## config.mk

```make
export PLATFORM = sky130hd
export DESIGN_NAME = phase_sequencer
export DESIGN_NICKNAME = d
export VERILOG_FILES = /design/src/rtl/phase_sequencer.sv
export SDC_FILE = /design/constraint.sdc
export NUM_CORES = 1
export LEC_CHECK = 0
export CORE_MARGIN = 3
export CORE_UTILIZATION = 53
export DETAILED_ROUTE_END_ITERATION = 16
export GPL_TIMING_DRIVEN = 0
export PLACE_DENSITY = 0.86
export SETUP_SLACK_MARGIN = 0.1
export SLEW_MARGIN = 20
export SYNTH_ARGS = -nofsm -noshare
export SYNTH_HDL_FRONTEND = slang
export SYNTH_SLANG_ARGS = --single-unit
export TNS_END_PERCENT = 50
```

## constraint.sdc

```tcl
create_clock -name clk -period 2.3 [get_ports clk]
set_input_delay 0.46 -clock clk [delete_from_list [all_inputs] [get_ports clk]]
set_output_delay 0.46 -clock clk [all_outputs]
set_load 0.05 [all_outputs]
```

## src/rtl/phase_sequencer.sv

```systemverilog
// Multi-phase pulse sequencer: walks a one-hot output through NPH phases,
// each held for its own snapshotted duration, with skip, repeat and abort.
module phase_sequencer #(
    parameter  int NPH = 3,
    parameter  int CW  = 4,
    localparam int PW  = (NPH > 2) ? $clog2(NPH) : 1
) (
    input  logic              clk,
    input  logic              rst_n,
    input  logic              set,
    input  logic              abort,
    input  logic              repeat_en,
    input  logic [NPH*CW-1:0] dur,
    output logic [NPH-1:0]    q,
    output logic [PW-1:0]     phase,
    output logic              busy,
    output logic              done
);

    typedef enum logic {IDLE, RUN} state_t;

    state_t             state, state_n;
    logic [NPH-1:0]     q_n;
    logic [PW-1:0]      phase_n;
    logic               busy_n, done_n;
    logic [CW-1:0]      cnt, cnt_n;
    logic [NPH*CW-1:0]  snap, snap_n;
    logic [PW:0]        hit_set, hit_next, hit_wrap;

    // Lowest phase index >= start with a nonzero duration; MSB flags a hit.
    function automatic logic [PW:0] find_phase(input logic [NPH*CW-1:0] d, input int start);
        logic [PW:0] r;
        r = '0;
        for (int i = NPH - 1; i >= 0; i--) begin
            if (i >= start && d[i*CW +: CW] != '0) r = {1'b1, PW'(i)};
        end
        return r;
    endfunction

    function automatic logic [CW-1:0] field(input logic [NPH*CW-1:0] d, input logic [PW-1:0] idx);
        return d[idx*CW +: CW];
    endfunction

    assign hit_set  = find_phase(dur, 0);
    assign hit_next = find_phase(snap, int'(phase) + 1);
    assign hit_wrap = find_phase(snap, 0);

    always_comb begin
        state_n = state;
        q_n     = q;
        phase_n = phase;
        busy_n  = busy;
        done_n  = 1'b0;
        cnt_n   = cnt;
        snap_n  = snap;
        if (abort) begin
            state_n = IDLE;
            q_n     = '0;
            phase_n = '0;
            busy_n  = 1'b0;
            cnt_n   = '0;
        end else if (set) begin
            snap_n = dur;
            if (hit_set[PW]) begin
                state_n = RUN;
                phase_n = hit_set[PW-1:0];
                q_n     = NPH'(1) << hit_set[PW-1:0];
                busy_n  = 1'b1;
                cnt_n   = field(dur, hit_set[PW-1:0]);
            end else begin
                // Nothing to run: report an empty completed pass.
                state_n = IDLE;
                q_n     = '0;
                phase_n = '0;
                busy_n  = 1'b0;
                done_n  = 1'b1;
                cnt_n   = '0;
            end
        end else if (state == RUN) begin
            if (cnt > CW'(1)) begin
                cnt_n = cnt - CW'(1);
            end else if (hit_next[PW]) begin
                phase_n = hit_next[PW-1:0];
                q_n     = NPH'(1) << hit_next[PW-1:0];
                cnt_n   = field(snap, hit_next[PW-1:0]);
            end else if (repeat_en) begin
                // A running pass guarantees the snapshot has a nonzero phase.
                done_n  = 1'b1;
                phase_n = hit_wrap[PW-1:0];
                q_n     = NPH'(1) << hit_wrap[PW-1:0];
                cnt_n   = field(snap, hit_wrap[PW-1:0]);
            end else begin
                done_n  = 1'b1;
                state_n = IDLE;
                q_n     = '0;
                phase_n = '0;
                busy_n  = 1'b0;
                cnt_n   = '0;
            end
        end
    end

    always_ff @(posedge clk or negedge rst_n) begin
        if (!rst_n) begin
            state <= IDLE;
            q     <= '0;
            phase <= '0;
            busy  <= 1'b0;
            done  <= 1'b0;
            cnt   <= '0;
            snap  <= '0;
        end else begin
            state <= state_n;
            q     <= q_n;
            phase <= phase_n;
            busy  <= busy_n;
            done  <= done_n;
            cnt   <= cnt_n;
            snap  <= snap_n;
        end
    end

endmodule

```

==> key figures <==
Routing
  • Total wire length: 4250 um
  • Routed vias: 1585
  • Number of routed nets with antenna violations: 0
  • Avg Vias per Cell: 6.83
  • DRT Pass-1 Iters: 4
  • Residual DRC: 0
  • Iter 0 DRT Violations: 131
  • Wire length per cell after detailed routing: 18.3 um

Global route
  • Global routing usage on met1: 32.8%
  • Via count of the first global-routing pass: 1401
  • Overall global routing resource usage: 25.1%
  • First-pass GRT wire length: 6720 um
  • GR Util met2: 41.2%
  • Aggregate global routing overflow: 0
  • GR peak layer: met2
  • Met3 global-route usage: 3.89%
  • Initial antenna violation count: 0
  • Pin count of the biggest net entering global routing: 24

Synth
  • Part of the Yosys area used for sequential elements: 37.4%
  • Post-synthesis async set-or-reset flop share: 100%
  • Number of synthesized flops with an enable pin: 0
  • Number of unique standard cell types used by synthesis: 42
  • Flip-flop and latch count after synthesis: 23
  • Commonest register cell after synthesis: sky130_fd_sc_hd__dfrtp_1
  • Per-instance average area after synthesis: 9.06 um^2
  • Synth Net Count: 189
  • Area of the mapped netlist: 1540 um^2
  • Total of warnings raised by yosys: 0
  • Gate count after technology mapping: 170

Placed design
  • GP Congestion: 0.905
  • # port buffers: 23
  • Detailed-placement wirelength estimate: 3120 um
  • Pre-CTS setup slack: -420 ps
  • Post-Place Cell Area: 1810 um^2

Floorplan
  • Overall die width: 59.9 um
  • Initial Util: 59.0%
  • Top-level I/O count: 24
  • Overall die height: 59.9 um
  • Total Die Area: 3590 um^2
  • Core Region: 2610 um^2
  • Count of standard-cell rows: 18

Clocking
  • Number of CTS-inserted buffers: 3
  • Later-pin clock latency in the skew report: 320 ps
  • CTS tree: yes
  • Clock Path Buffers: 2
  • Clock transition time at the flip-flop clock pins of the worst setup and hold paths: 120 ps
  • Htree depth: 1
  • Clock root buffer: sky130_fd_sc_hd__clkbuf_4
  • TritonCTS sink count: 23
  • Hold-fix buffers, CTS: 0

Timing
  • Period utilization: 95.8%
  • Peak Freq: 0.454 GHz
  • Pins Over Slew Limit: 0
  • Final min period: 2200 ps
  • RSZ-0062 raised after global routing: yes
  • Final worst-path setup slack: 95.7 ps
  • Headroom to the max-slew limit: 34.9%
  • Worst clock skew: 1.67 ps
  • Total setup violations reported at the end of the flow: 0
  • Final hold viol count: 0
  • Transition time at the pin with the least slew margin: 968 ps
  • Setup TNS: 0 ps

Critical path
  • Critical Setup Path Class: input port to flop
  • Reg2reg path depth: 5
  • CP max FO: 4
  • Largest stage delay, worst path: 660 ps
  • CP Data Arrival Time: 2430 ps
  • Element type at the critical path start: input port
  • Sum of buffers and inverters on the critical path: 1
  • Capture point of the worst reg-to-reg path: cnt[3]$_DFFE_PN0P_
  • Reg-to-reg slack, setup: 170 ps
  • Depth of the critical timing path with buffers and inverters included: 6
  • Highest-delay cell along the critical path: sky130_fd_sc_hd__or4_1
  • Gate family responsible for the most delay along the worst path: compound AO/OA/AOI/OAI gates
  • Worst-path cell chain: clkdlybuf4s50_1 > or4_1 > o31ai_4 > o21bai_1 > o211ai_1 > a22o_1
  • Required time at the worst-slack endpoint: 2520 ps
  • Critical path capture point type: flop
  • R2R Path Start: snap[5]$_DFFE_PN0P_

Final layout
  • Share of post-route cells with drive strength above 1: 14.9%
  • Area growth from synthesis to final layout: 24.2%
  • Total of fill cells in the finished design: 198
  • Count of antenna diodes in the layout: 0
  • Non-Filler Cell Area, Final: 1910 um^2
  • Final nets: 222

Flow run
  • Max Cap Viol: 0

Min path
  • Classification of the worst-slack hold path: input port to asynchronous set/reset pin

Power
  • P_leak: 0.743 nW
  • Max IR drop VDD: 551 uV
  • Total power density per cell area: 549 nW/um^2

Status
  • Outcome: finished, final reports clean
==> sequential cells by signal, summed over array words and instances (netlist names) <==
register / cells
done: 1
cnt: 4
state: 1
snap: 12
q: 2
busy: 1
phase: 2
==> layer usage <==
metal / vias to the layer above / routed length, um
li1: 732 / -
met1: 752 / 1710
met2: 92 / 2080
met3: 9 / 377
met4: 0 / 82
met5: - / 0
==> where the power goes <==
part	internal (mW)	total [mW]	leakage [nW]	switching (mW)
clock network	0.0680	0.193	0.0150	0.125
logic	0.152	0.338	0.442	0.187
registers	0.450	0.519	0.286	0.0697
total	0.670	1.05	0.743	0.381
==> through the flow <==
stage / power, mW / hold WS [ps] / utilization [%] / cells
6_report: 1.05 / 84.9 / 73.2 / 232
5_1_grt: 1.11 / 115 / 73.2 / 232
4_1_cts: 1.03 / 522 / 70.8 / 227
3_5_place_dp: 0.839 / 504 / 69.2 / 223
3_3_place_gp: 0.828 / 507 / 69.2 / 223
2_1_floorplan: 0.714 / 164 / - / 170
==> cells in the final DEF (no fill, tap or decap), types with 3 or more instances in the layout <==
master,count
sky130_fd_sc_hd__dfrtp_1,23
sky130_fd_sc_hd__nand2_1,4
sky130_fd_sc_hd__nor3_1,4
sky130_fd_sc_hd__o21a_1,3
sky130_fd_sc_hd__buf_4,6
sky130_fd_sc_hd__o211ai_1,4
sky130_fd_sc_hd__nor4_2,3
sky130_fd_sc_hd__nand2b_1,4
sky130_fd_sc_hd__inv_1,8
sky130_fd_sc_hd__nor4b_1,5
sky130_fd_sc_hd__or4_1,6
sky130_fd_sc_hd__o21ai_0,10
sky130_fd_sc_hd__clkbuf_1,7
sky130_fd_sc_hd__clkbuf_4,3
sky130_fd_sc_hd__clkdlybuf4s50_1,21
sky130_fd_sc_hd__or3_1,3
sky130_fd_sc_hd__nor2_1,12
sky130_fd_sc_hd__o21bai_1,3
sky130_fd_sc_hd__mux2_2,10
sky130_fd_sc_hd__a21oi_1,24
==> cells by family (layout without fill, tap and decap cells) <==
group / Yosys count / after routing / synth area share (%)
DFF: 23 / 23 / 37.4
adders and majority gates: 2 / 2 / 1.62
and+or+nand+nor: 53 / 53 / 21.0
muxes: 12 / 12 / 8.61
AOI/OAI and AO/OA: 64 / 64 / 27.2
buffers and inverters: 16 / 48 / 4.14
==> layout make-up <==
type / count / area, um^2 / share of cell area [%]
clock buffer: 4 / 26.3 / 1.37
multi-input combinational: 131 / 943 / 49.3
inverter: 8 / 30.0 / 1.57
sequential: 23 / 576 / 30.1
timing repair buffer: 28 / 265 / 13.9
buffer: 8 / 35.0 / 1.83
tap: 30 / 37.5 / 1.96
==> worst max-delay path by stage <==
| stage | slack, ps | startpoint | to |
|---|---|---|---|
| after global placement | -390 | dur[4] | cnt[3]$_DFFE_PN0P_ |
| final | 100 | dur[9] | cnt[3]$_DFFE_PN0P_ |
| after global routing | 80 | dur[9] | cnt[3]$_DFFE_PN0P_ |
| after CTS | 50 | dur[4] | cnt[3]$_DFFE_PN0P_ |
| after floorplan | 340 | dur[9] | cnt[3]$_DFFE_PN0P_ |
| after detailed placement | -420 | dur[4] | cnt[3]$_DFFE_PN0P_ |
==> synthesized netlist by cell type, drive strengths merged, types with 2 or more instances <==
cell	n	area, um^2
o21ai	10	50.1
o311ai	3	26.3
o31ai	3	27.5
nor3	4	20.0
or3	3	18.8
a21oi	24	120
or4	8	63.8
a221oi	2	23.8
nor4b	5	43.8
inv	8	30.0
o2111ai	2	17.5
nand2	4	15.0
dfrtp	23	576
o21bai	3	22.5
nor4	4	25.0
clkbuf	7	26.3
mux2i	2	20.0
nand3	2	10.0
a31oi	2	12.5
o21a	3	22.5
mux2	10	113
or4b	3	30.0
ha	2	25.0
nor2	12	45.0
nand2b	4	25.0
o221ai	2	17.5
o211ai	4	30.0
a21o	2	15.0
==> repair_timing <==
action	in CTS	in global routing
pin swaps	0	1
gates cloned	0	0
endpoints found under the setup margin	4	7
setup buffers	0	5
resized for setup	2	7
(Power assumes the default switching activity.)
